[src/rtl/addsub_pkg.sv]
// Shared types and elaboration-time checks for the digit-serial add/subtract unit.
package addsub_pkg;

  typedef enum logic [1:0] {
    IDLE = 2'd0,
    RUN  = 2'd1,
    DONE = 2'd2
  } state_t;

  // True when the operand width splits evenly into whole digits.
  function automatic bit width_ok(input int width, input int digit);
    return (digit >= 32'sd1) && (digit <= width) && ((width % digit) == 32'sd0);
  endfunction

endpackage

[src/rtl/serial_addsub_digit.sv]
// One DIGIT-bit add/subtract slice; the serial top reuses a single copy for every digit.
module digit_addsub
  import addsub_pkg::*;
#(
  parameter int DIGIT = 4
) (
  input  logic [DIGIT-1:0] a_d,
  input  logic [DIGIT-1:0] b_d,
  input  logic             sub,
  input  logic             c_in,
  output logic [DIGIT-1:0] s_d,
  output logic             c_out
);

  logic [DIGIT:0] sum_s;

  // Subtraction is addition of the inverted subtrahend with an inverted incoming borrow.
  always_comb begin
    sum_s = {1'b0, a_d} + {1'b0, b_d ^ {DIGIT{sub}}} + {{DIGIT{1'b0}}, c_in};
  end

  assign s_d   = sum_s[DIGIT-1:0];
  assign c_out = sum_s[DIGIT];

endmodule

[src/rtl/serial_addsub.sv]
// Digit-serial add/subtract unit: accepts one operand set, walks it LSB digit first
// through a shared slice, then holds the result and flags until the consumer takes them.
module serial_addsub
  import addsub_pkg::*;
#(
  parameter int WIDTH = 16,
  parameter int DIGIT = 4
) (
  input  logic             clk,
  input  logic             rst,
  input  logic             in_valid,
  output logic             in_ready,
  input  logic [WIDTH-1:0] a,
  input  logic [WIDTH-1:0] b,
  input  logic             mode_sub,
  input  logic             cb_in,
  output logic             out_valid,
  input  logic             out_ready,
  output logic [WIDTH-1:0] result,
  output logic             cb_out,
  output logic             ovf,
  output logic             zero
);

  localparam int NDIG = WIDTH / DIGIT;
  localparam int CW   = (NDIG > 32'sd1) ? $clog2(NDIG) : 32'sd1;
  localparam int IW   = (WIDTH > 32'sd1) ? $clog2(WIDTH) : 32'sd1;
  localparam logic [CW-1:0] LAST = CW'(NDIG - 32'sd1);
  localparam logic [CW-1:0] ONE  = CW'(32'sd1);

  if (!width_ok(WIDTH, DIGIT)) begin : g_bad_width
    $fatal(1, "serial_addsub: WIDTH must be a positive multiple of DIGIT");
  end

  state_t           state_r;
  logic [CW-1:0]    cnt_r;
  logic [WIDTH-1:0] a_r;
  logic [WIDTH-1:0] b_r;
  logic             sub_r;
  logic             c_r;
  logic [WIDTH-1:0] result_r;
  logic             cb_out_r;
  logic             ovf_r;
  logic             zero_r;
  logic             in_ready_r;
  logic             out_valid_r;

  logic [DIGIT-1:0] sum_d_s;
  logic             c_out_s;
  logic [IW-1:0]    base_s;
  logic [WIDTH-1:0] result_next_s;

  // Operands shift right each digit, so the active digit always sits in the low bits.
  digit_addsub #(.DIGIT(DIGIT)) u_slice (
    .a_d   (a_r[DIGIT-1:0]),
    .b_d   (b_r[DIGIT-1:0]),
    .sub   (sub_r),
    .c_in  (c_r),
    .s_d   (sum_d_s),
    .c_out (c_out_s)
  );

  assign base_s = IW'(cnt_r * DIGIT);

  // Result image with the current digit merged in, used for the write and the zero flag.
  always_comb begin
    result_next_s = result_r;
    result_next_s[base_s +: DIGIT] = sum_d_s;
  end

  // Control FSM with operand, digit and flag registers.
  always_ff @(posedge clk or posedge rst) begin
    if (rst) begin
      state_r     <= IDLE;
      cnt_r       <= {CW{1'b0}};
      a_r         <= {WIDTH{1'b0}};
      b_r         <= {WIDTH{1'b0}};
      sub_r       <= 1'b0;
      c_r         <= 1'b0;
      result_r    <= {WIDTH{1'b0}};
      cb_out_r    <= 1'b0;
      ovf_r       <= 1'b0;
      zero_r      <= 1'b0;
      in_ready_r  <= 1'b1;
      out_valid_r <= 1'b0;
    end else begin
      case (state_r)
        IDLE: begin
          if (in_valid) begin
            a_r        <= a;
            b_r        <= b;
            sub_r      <= mode_sub;
            c_r        <= cb_in ^ mode_sub;
            cnt_r      <= {CW{1'b0}};
            in_ready_r <= 1'b0;
            state_r    <= RUN;
          end
        end
        RUN: begin
          result_r <= result_next_s;
          c_r      <= c_out_s;
          a_r      <= a_r >> DIGIT;
          b_r      <= b_r >> DIGIT;
          cnt_r    <= cnt_r + ONE;
          // On the last digit the low slice bits hold the operand MSBs.
          if (cnt_r == LAST) begin
            cb_out_r    <= c_out_s ^ sub_r;
            ovf_r       <= (a_r[DIGIT-1] == (b_r[DIGIT-1] ^ sub_r)) &&
                           (sum_d_s[DIGIT-1] != a_r[DIGIT-1]);
            zero_r      <= (result_next_s == {WIDTH{1'b0}});
            out_valid_r <= 1'b1;
            state_r     <= DONE;
          end
        end
        DONE: begin
          if (out_ready) begin
            out_valid_r <= 1'b0;
            in_ready_r  <= 1'b1;
            state_r     <= IDLE;
          end
        end
        default: begin
          out_valid_r <= 1'b0;
          in_ready_r  <= 1'b1;
          state_r     <= IDLE;
        end
      endcase
    end
  end

  assign in_ready  = in_ready_r;
  assign out_valid = out_valid_r;
  assign result    = result_r;
  assign cb_out    = cb_out_r;
  assign ovf       = ovf_r;
  assign zero      = zero_r;

endmodule

[config.mk]
export PLATFORM = sky130hd
export DESIGN_NAME = serial_addsub
export DESIGN_NICKNAME = d
export VERILOG_FILES = /design/src/rtl/addsub_pkg.sv /design/src/rtl/serial_addsub_digit.sv /design/src/rtl/serial_addsub.sv
export SDC_FILE = /design/constraint.sdc
export NUM_CORES = 1
export LEC_CHECK = 0
export ABC_AREA = 1
export BUFFER_PORTS_ARGS = -buffer_cell sky130_fd_sc_hd__buf_2
export CAP_MARGIN = 20
export CORE_MARGIN = 2
export CORE_UTILIZATION = 55
export DETAILED_ROUTE_END_ITERATION = 7
export MAX_ROUTING_LAYER = met4
export PLACE_DENSITY = 0.79
export SLEW_MARGIN = 25
export SYNTH_ARGS = -nofsm -noshare
export SYNTH_HDL_FRONTEND = slang
export SYNTH_HIERARCHICAL = 1
export SYNTH_SLANG_ARGS = --single-unit
[constraint.sdc]
create_clock -name clk -period 2.8 [get_ports clk]
set_clock_uncertainty 0.15 [all_clocks]
set_input_delay 0.84 -clock clk [delete_from_list [all_inputs] [get_ports clk]]
set_output_delay 0.84 -clock clk [all_outputs]
set_load 0.02 [all_outputs]
; Word level (Yosys, flattened, before mapping)
; Index checks and enable logic that the tools add are counted.
[op_classes]
muxes = 19
reduce_logical = 10
n_bitwise = 6
eq_ne = 8
n_shift = 2
add_sub_neg = 4
[op_table]
columns = op, count
row1 = 16-bit case mux with 2 select lines, 2
row2 = 16-bit two-way mux, 2
row3 = 16-bit bitwise mux, 1
row4 = 16-bit logical NOT, 1
row5 = "4-bit by 6-bit variable shift with 16-bit output, first input constant", 1
row6 = 4-bit by 6-bit indexed part select with 16-bit output, 1
row7 = 3-bit AND reduction, 3
row8 = 2-bit two-way mux, 4
row9 = "2-bit inequality test, second input constant", 3
row10 = 4-bit negator with 6-bit output, 1
row11 = 1-bit case mux with 3 select lines, 2
row12 = 2-bit case mux with 3 select lines, 1
row13 = 2-bit AND reduction, 3
row14 = 4-bit by 4-bit adder with 5-bit output, 1
row15 = 5-bit by 1-bit adder with 5-bit output, 1
row16 = 1-bit two-way mux, 5
row17 = "2-bit equality test, second input constant", 2
row18 = 2-bit case mux with 2 select lines, 1
row19 = 4-bit bitwise XOR, 1
row20 = 1-bit bitwise XOR, 3
row21 = "2-bit by 1-bit adder with 2-bit output, second input constant", 1
row22 = "2-bit by 1-bit equality test with 1-bit output, second input constant", 1
row23 = 2-bit logical NOT, 1
row24 = 1-bit inverter, 2
row25 = 5 further kinds, 5
[totals]
output_inout_bits = 21
ff_bits = 59
elab_cells = 61
input_bits = 38

; Depth between registers and ports, before layout
; Gate-level depths: netlist of run 1.
[logic_depth]
ltp_word = 6
mapped_depth = 16
depth_no_buf = 16

; Modules after synthesis
; Netlist of run 1, hierarchy kept.
[by_module_without_submodules]
columns = mod, area_per_inst_um2, instances, cells_each
row1 = serial_addsub, 3050.4, 1, 344
row2 = digit_addsub, 198.9, 1, 28

; Least setup slack after synthesis of run 1
; OpenSTA, ideal clock, no wires.
[synth_path]
kind = register -> register
startpoint = register sub_r
endpoint = register zero_r (netlist: zero)
path_stages_with_launch = 15
synth_period_minus_slack_ps = 2260
path_buffers = 0
arrival_time_ps = 1994
t_required_ps = 2534
path_slack_ps = 540
cell_sequence = dfrtp_1 -> xnor2_1 -> fa_1 -> inv_1 -> fa_1 -> xor2_1 -> nand2_1 -> inv_1 -> nand3_1 -> nand2_1 -> nor2_1 -> nand2_1 -> nor2_1 -> nand2_1 -> nand2_1
[synth_between]
elab_chain_len = 6
[synth_lines]
columns = item, line_no
row1 = from (decl), serial_addsub.sv:39  ; logic sub_r;
row2 = from (signal assigned), serial_addsub.sv:92  ; sub_r <= mode_sub;
row3 = 4-bit bitwise XOR, serial_addsub_digit.sv:19  ; sum_s = {1'b0, a_d} + {1'b0, b_d ^ {DIGIT{sub}}} + {{DIGIT{1'b0}}, c_in};
row4 = 4-bit by 4-bit adder with 5-bit output, serial_addsub_digit.sv:19
row5 = 5-bit by 1-bit adder with 5-bit output, serial_addsub_digit.sv:19
row6 = net sum_d_s[2], serial_addsub.sv:48  ; logic [DIGIT-1:0] sum_d_s;
row7 = 4-bit by 6-bit indexed part select with 16-bit output, serial_addsub.sv:68  ; result_next_s[base_s +: DIGIT] = sum_d_s;
row8 = 16-bit bitwise mux, serial_addsub.sv:68
row9 = 16-bit logical NOT, serial_addsub.sv:110  ; zero_r <= (result_next_s == {WIDTH{1'b0}});
row10 = to (signal assigned), serial_addsub.sv:110
row11 = to (decl), serial_addsub.sv:44  ; logic zero_r;
; The timed path passes the listed nets, and every way through them passes these cells.
; A chain may end at the register's enable or synchronous reset.

; Final worst setup path of run 1
; Ends and elaborated chain as after synthesis.

==> flow_summary.yaml, run 1 <==
timing:
  fin_ws_ps: 264
  tightest_slew_ps: 328
  hold_slack_ps: 321
  setup_viol: 0
  fin_crit_sh_pct: 90.6
  max_freq_mhz: 394
  min_period_ps: 2540
  hold_viol: 0
  drv_slew: 0
  grt_setup_unrepaired: "false"
  tns_ps: 0
  maxSlewHeadroom_pct: 78.2
critical_path:
  arrival_ps: 2610
  critPathKind: "flop to flop"
  worstPathMaxFanout: 7
  rr_startpoint: "sub_r$_DFFE_PP0P_"
  rr_endpoint: "zero$_DFFE_PP0P_"
  cp_slowest_cell: "dfrtp_1"
  max_stage_delay_ps: 480
  crit_start: "sub_r$_DFFE_PP0P_"
  cp.required_ps: 2880
  rr_worst_depth: 14
  start_kind: "flop"
  crit_path_end_kind: "flop"
  r2r_slack_ps: 260
  path_buf_inv: 2
  crit_chain: "xnor2_1 -> fa_1 -> inv_1 -> fa_1 -> xor2_1 -> nand2_1 -> inv_1 -> nand3_1 -> nand2_1 -> nor2_1 -> nand2_1 -> nor2_1 -> nand2_1 -> nand2_1"
  cp_top_family: "adder cells"
  cpMostUsedCell: "nand2_1"
  crit_end: "zero$_DFFE_PP0P_"
  path_depth: 14
synth:
  yosysTopAreaCell: "dfrtp_1"
  yosys_register_bits: 59
  synth-seq-area-share_pct: 45.5
  synthFlopType: "dfrtp_1"
  synth_edf_count: 0
  syn_area_sq_um: 3250
  ys_types: 33
  yosysTopAreaCellShare_pct: 44.7
  yosys_warnings: 6
  async_flop_share_pct: 100
  synthTopCellsByCount: "70 x nand2_1, 61 x inv_1, 58 x dfrtp_1, 31 x nor2_1, 24 x nor3_1"
  avgSynthCellArea_sq_um: 8.73
  netlist_instances: 372
  yosys-top-cells-area: "dfrtp_1 45%, a221oi_2 8.8%, nand2_1 8.1%, inv_1 7.0%, nor3_1 3.7%"
  synth_most_common_cell: "nand2_1"
  syn_nets: 421
clocking:
  cts.sinks: 59
  root_buffer: "clkbuf_8"
  htreeDepth: 3
  cts_tree: "yes"
  cts_buffers: 9
  hold_buffers: 0
  cts_resized: 0
  postCtsSetupBuffers: 0
  path_clk_slew_ps: 70
  clk_latency_ps: 340
  clk_path_buf_depth: 2
pwr:
  p_leak_nw: 1.94
  p_comb_share_pct: 56.9
  p_per_area_nw_per_um2: 1460
  total_power_mw: 5.61
  switching_share_pct: 46.3
  power_switching_mw: 2.60
  power.internal_mw: 3.02
  clock_power_share_pct: 15.8
  peakVddDrop_mv: 0.612
  pwr-share-seq_pct: 27.3
global_routing:
  antenna_found_initial: 0
  grt_max_degree: 60
  grt_util_all_layers_pct: 25.2
  grt_pass1_wl_um: 12200
  grt_overflow: 0
  grt_pass1_vias: 2717
die:
  fp.dieArea_sq_um: 6540
  core-area_sq_um: 5610
  die_w_um: 80.9
  io_pins: 59
  fp.dieH_um: 80.9
  initial_core_util_pct: 57.9
  num_rows: 27
cells_and_area:
  syn_to_final_growth_pct: 18.1
  drive_gt1_share_pct: 24.7
  fillers: 461
  n_antenna_cell: 0
  layout.nets: 482
drt:
  ant_nets: 0
  wl_per_cell_um: 13.9
  drt-initial-drc-count: 125
  wirelength_um: 7090
  vias: 2750
  viasPerCell: 5.39
  drcViolationCount: 0
  drtPass1Iterations: 4
placement:
  gp_congestion: 0.954
  io_buffers: 58
  dp_hpwl_um: 5050
  post-place-ws_ps: 314
status:
  outcome: "completed"
worst_hold_path:
  hp-class: "flop to flop"
run:
  drv_cap: 0
==> sequential cells by signal, indices dropped and copies added, names as in the netlist <==
name and count:
sub_r 1, in_ready 1, ovf 1, result 16, a_r 16, b_r 16
zero 1, cnt_r 2, cb_out 1, c_r 1, state_r 2, out_valid 1
==> placed cells by master, fill, tap and decap left out <==
cell        Yosys  final
nor2_1         31     31
nand3b_1        2      2
o22ai_1         1      1
nor3_1         24     24
mux2_2          1      1
buf_2           7     58
o21ai_1         2      2
o21ai_0        16     16
clkinvlp_4      0      1
nand2_2         1      1
clkbuf_8        0     11
nor2_4          1      1
buf_4           3      4
a221oi_1        5      5
o21bai_1        1      1
nor2_2          1      1
ha_1            9      9
xor2_1          4      4
o211ai_1        1      1
or3_1           1      1
clkinv_2        0      1
dfrtp_1        58     58
a21oi_1         3      3
clkbuf_1        1      1
a31oi_1        12     12
nand2_1        70     70
a221oi_2       19     19
inv_1          61     60
xnor2_1         4      4
fa_1            2      2
buf_12          0      2
inv_2           2      3
dfstp_2         1      1
bufinv_16       0      2
nand3_1        23     23
nand2_4         2      2
==> worst register-to-register path, stage by stage (launching register included) <==
cell     delay, ps
dfrtp_1        480
xnor2_1        250
fa_1           210
inv_1           80
fa_1           410
xor2_1         260
nand2_1         80
inv_1           80
nand3_1        110
nand2_1         70
nor2_1          50
nand2_1         70
nor2_1          40
nand2_1         50
nand2_1         40
==> cell families (layout without fill, tap and decap cells) <==
logic type,Yosys count,in the layout,share of synthesized area (%)
flops,59,59,45.5
fa+ha+maj,11,11,4.70
xor+xnor,8,8,2.16
compound gates,60,60,16.3
buf+inv,77,143,10.0
mux,1,1,0.347
simple gates,156,156,21.0
==> power by group through the flow <==
stage | Sequential, mW | Clock (mW) | Combinational, mW
after floorplan | 1.66 | 0 | 2.37
after global placement | 1.54 | 0 | 3.07
after detailed placement | 1.55 | 0 | 3.16
after CTS | 1.54 | 0.901 | 3.18
after global routing | 1.59 | 0.951 | 3.58
final | 1.54 | 0.886 | 3.19
==> worst min-delay path by stage <==
stage	from	endpoint	slack (ps)	cells after the start
global route	in_ready$_DFFE_PP1P_	in_ready$_DFFE_PP1P_	370	2
floorplan	c_r$_DFFE_PP0P_	c_r$_DFFE_PP0P_	320	2
CTS	in_ready$_DFFE_PP1P_	in_ready$_DFFE_PP1P_	320	2
detailed placement	in_ready$_DFFE_PP1P_	in_ready$_DFFE_PP1P_	310	2
global placement	in_ready$_DFFE_PP1P_	in_ready$_DFFE_PP1P_	300	2
finish	in_ready$_DFFE_PP1P_	in_ready$_DFFE_PP1P_	320	2
==> final cells by class <==
class	instances	area (sq um)	share of cell area [%]
sequential	59	1480	38.5
multi-input combinational	236	1450	37.7
timing repair buffer	64	360	9.39
inverter	63	236	6.16
clock buffer	12	155	4.04
tap	72	90.1	2.35
clock inverter	4	72.6	1.89
==> per-stage QoR <==
| stage | util [%] | instances | cell area, sq um |
|---|---|---|---|
| floorplan | - | 372 | 3250 |
| global placement | 64.4 | 494 | 3610 |
| detailed placement | 64.4 | 494 | 3610 |
| CTS | 68.5 | 510 | 3840 |
| global route | 68.5 | 510 | 3840 |
| finish | 68.5 | 510 | 3840 |
==> per-layer routing <==
layer,part of all wire [%],vias up,global-route usage (%)
met5,0,-,-
met4,1.7,0,10.0
met3,5.6,13,7.44
met2,48,85,39.5
met1,45,1290,30.8
li1,-,1362,-
Power figures use the tool's default switching activity.
==> inputs of run 2 (changes only) <==
--- a/config.mk
+++ b/config.mk
@@ -16,5 +16,4 @@
 export SLEW_MARGIN = 25
 export SYNTH_ARGS = -nofsm -noshare
 export SYNTH_HDL_FRONTEND = slang
-export SYNTH_HIERARCHICAL = 1
 export SYNTH_SLANG_ARGS = --single-unit
==> flow_summary.yaml, run 2 <==
status:
  outcome: "completed"
drt:
  drt-initial-drc-count: 207
  wl_per_cell_um: 14.7
  ant_nets: 0
  vias: 2758
  drtPass1Iterations: 4
  viasPerCell: 5.47
  wirelength_um: 7390
  drcViolationCount: 0
worst_hold_path:
  hp-start: "in_ready$_DFFE_PP1P_"
  min_to: "in_ready$_DFFE_PP1P_"
  hp-class: "flop to flop"
  worstHoldPathCells: 2
synth:
  syn_nets: 417
  synth_edf_count: 0
  yosys_warnings: 0
  netlist_instances: 367
  yosysTopAreaCellShare_pct: 45.0
  async_flop_share_pct: 100
  ys_types: 31
  synth_mux_area_share_pct: 0.350
  synth_adder_area_share_pct: 5.13
  synth_top_family_by_area: "simple AND/OR/NAND/NOR gates"
  synth_xor_area_share_pct: 1.36
  yosys-top-cells-area: "dfrtp_1 45%, a221oi_2 9.3%, nand2_1 7.3%, inv_1 5.9%, nor3_1 4.0%"
  yosys_register_bits: 59
  yosysTopAreaCell: "dfrtp_1"
  synth-seq-area-share_pct: 45.9
  synthFlopType: "dfrtp_1"
  synthTopCellsByCount: "63 x nand2_1, 58 x dfrtp_1, 51 x inv_1, 32 x nor2_1, 26 x nor3_1"
  synth_most_common_cell: "nand2_1"
  synth-compound-area-share_pct: 17.1
  avgSynthCellArea_sq_um: 8.78
  yosys.area_share.simple_pct: 21.0
  syn_area_sq_um: 3220
global_routing:
  grt_overflow: 0
  antenna_found_initial: 0
  grt_max_degree: 39
  grt_pass1_wl_um: 12500
  grt_pass1_vias: 2701
  grt_util_all_layers_pct: 26.3
timing:
  min_period_ps: 2560
  drv_slew: 0
  tns_ps: 0
  fin_crit_sh_pct: 91.6
  tightest_slew_ps: 522
  setup_viol: 0
  maxSlewHeadroom_pct: 65.1
  hold_viol: 0
  max_freq_mhz: 390
  grt_setup_unrepaired: "false"
  hold_slack_ps: 324
placement:
  io_buffers: 58
  dp_hpwl_um: 5300
  gp_congestion: 0.877
clocking:
  cts.sinks: 59
  cts_resized: 0
  cts_buffers: 9
  hold_buffers: 0
  clk_latency_ps: 350
  cts_tree: "yes"
  htreeDepth: 3
  path_clk_slew_ps: 70
  root_buffer: "clkbuf_8"
  clk_path_buf_depth: 2
  postCtsSetupBuffers: 0
cells_and_area:
  fillers: 448
  layout.nets: 477
  layout_common_cells: "63 x nand2_1, 58 x dfrtp_1, 58 x buf_2"
  drive_gt1_share_pct: 26.6
  n_antenna_cell: 0
  final_common_cell: "nand2_1"
  syn_to_final_growth_pct: 18.1
die:
  fp.dieH_um: 80.5
  num_rows: 27
  core-area_sq_um: 5570
  io_pins: 59
  fp.dieArea_sq_um: 6490
  initial_core_util_pct: 57.8
  die_w_um: 80.5
critical_path:
  rr_startpoint: "sub_r$_DFFE_PP0P_"
  cp_slowest_cell: "dfrtp_1"
  crit_chain: "xnor2_1 -> fa_1 -> inv_2 -> fa_1 -> inv_1 -> nor2_1 -> a21boi_0 -> nand3_1 -> nor2_1 -> nand2_1 -> nor2_1 -> nand3_1 -> nand2_1"
  rr_endpoint: "zero$_DFFE_PP0P_"
  start_kind: "flop"
  arrival_ps: 2700
  r2r_slack_ps: 240
  cp.required_ps: 2930
  crit_path_end_kind: "flop"
  cpMostUsedCell: "nor2_1"
  rr_worst_depth: 13
  critPathKind: "flop to flop"
  max_stage_delay_ps: 480
  worstPathMaxFanout: 7
run:
  drv_cap: 0
pwr:
  p_per_area_nw_per_um2: 1400
  p_leak_nw: 1.87
  peakVddDrop_mv: 0.875
-- run 2: layer usage --
layer	part of all wire [%]	global-route usage, %	vias to the layer above
met2	47	41.6	70
met3	3.4	4.16	12
met5	0	-	-
li1	-	-	1340
met4	2.0	11.4	0
met1	47	33.7	1336
-- run 2: where the power goes --
part           total (mW)  internal (mW)  switching [mW]
clock network       0.803          0.458           0.345
logic                3.01           1.11            1.90
registers            1.50           1.25           0.246
-- run 2: worst max-delay path by stage --
stage / start / end / slack, ps / cells after the start
after floorplan: sub_r$_DFFE_PP0P_ / zero$_DFFE_PP0P_ / 350 / 14
after global placement: sub_r$_DFFE_PP0P_ / zero$_DFFE_PP0P_ / 340 / 13
after detailed placement: sub_r$_DFFE_PP0P_ / zero$_DFFE_PP0P_ / 260 / 13
after CTS: sub_r$_DFFE_PP0P_ / zero$_DFFE_PP0P_ / 250 / 13
after global routing: sub_r$_DFFE_PP0P_ / zero$_DFFE_PP0P_ / 60 / 13
final: sub_r$_DFFE_PP0P_ / zero$_DFFE_PP0P_ / 240 / 13
-- run 2: area by class of cell --
class | count | area (sq um) | area share [%]
Sequential cell | 59 | 1480 | 38.8
Inverter | 57 | 214 | 5.62
Timing Repair Buffer | 65 | 368 | 9.67
Multi-Input combinational cell | 235 | 1450 | 38.1
Tap cell | 72 | 90.1 | 2.37
Clock inverter | 4 | 50.0 | 1.32
Clock buffer | 12 | 155 | 4.08
-- run 2: worst max-delay path, delay by kind of cell, from the launching register on --
family | cells | cell delay (ps)
buffers and inverters | 2 | 140
flip-flops | 1 | 480
adder cells (fa/ha/maj) | 2 | 820
AND/OR/NAND/NOR | 7 | 490
AO/OA/AOI/OAI | 1 | 230
XOR/XNOR | 1 | 180
-- run 2: logic make-up (layout without fill, tap and decap cells) --
group           after synthesis  in the layout
simple gates                153            153
mux                           1              1
flops                        59             59
fa+ha+maj                    12             12
buf+inv                      73            138
xor+xnor                      5              5
compound gates               64             64
-- run 2: per-stage QoR --
| stage | power (mW) | std cells | util [%] | cell area (sq um) | setup slack, ps |
|---|---|---|---|---|---|
| 2_1_floorplan | 3.83 | 367 | - | 3220 | 352 |
| 3_3_place_gp | 4.40 | 488 | 64.6 | 3600 | 335 |
| 3_5_place_dp | 4.49 | 488 | 64.6 | 3600 | 258 |
| 4_1_cts | 5.32 | 504 | 68.2 | 3800 | 245 |
| 5_1_grt | 5.76 | 504 | 68.2 | 3800 | 61.6 |
| 6_report | 5.32 | 504 | 68.2 | 3800 | 236 |
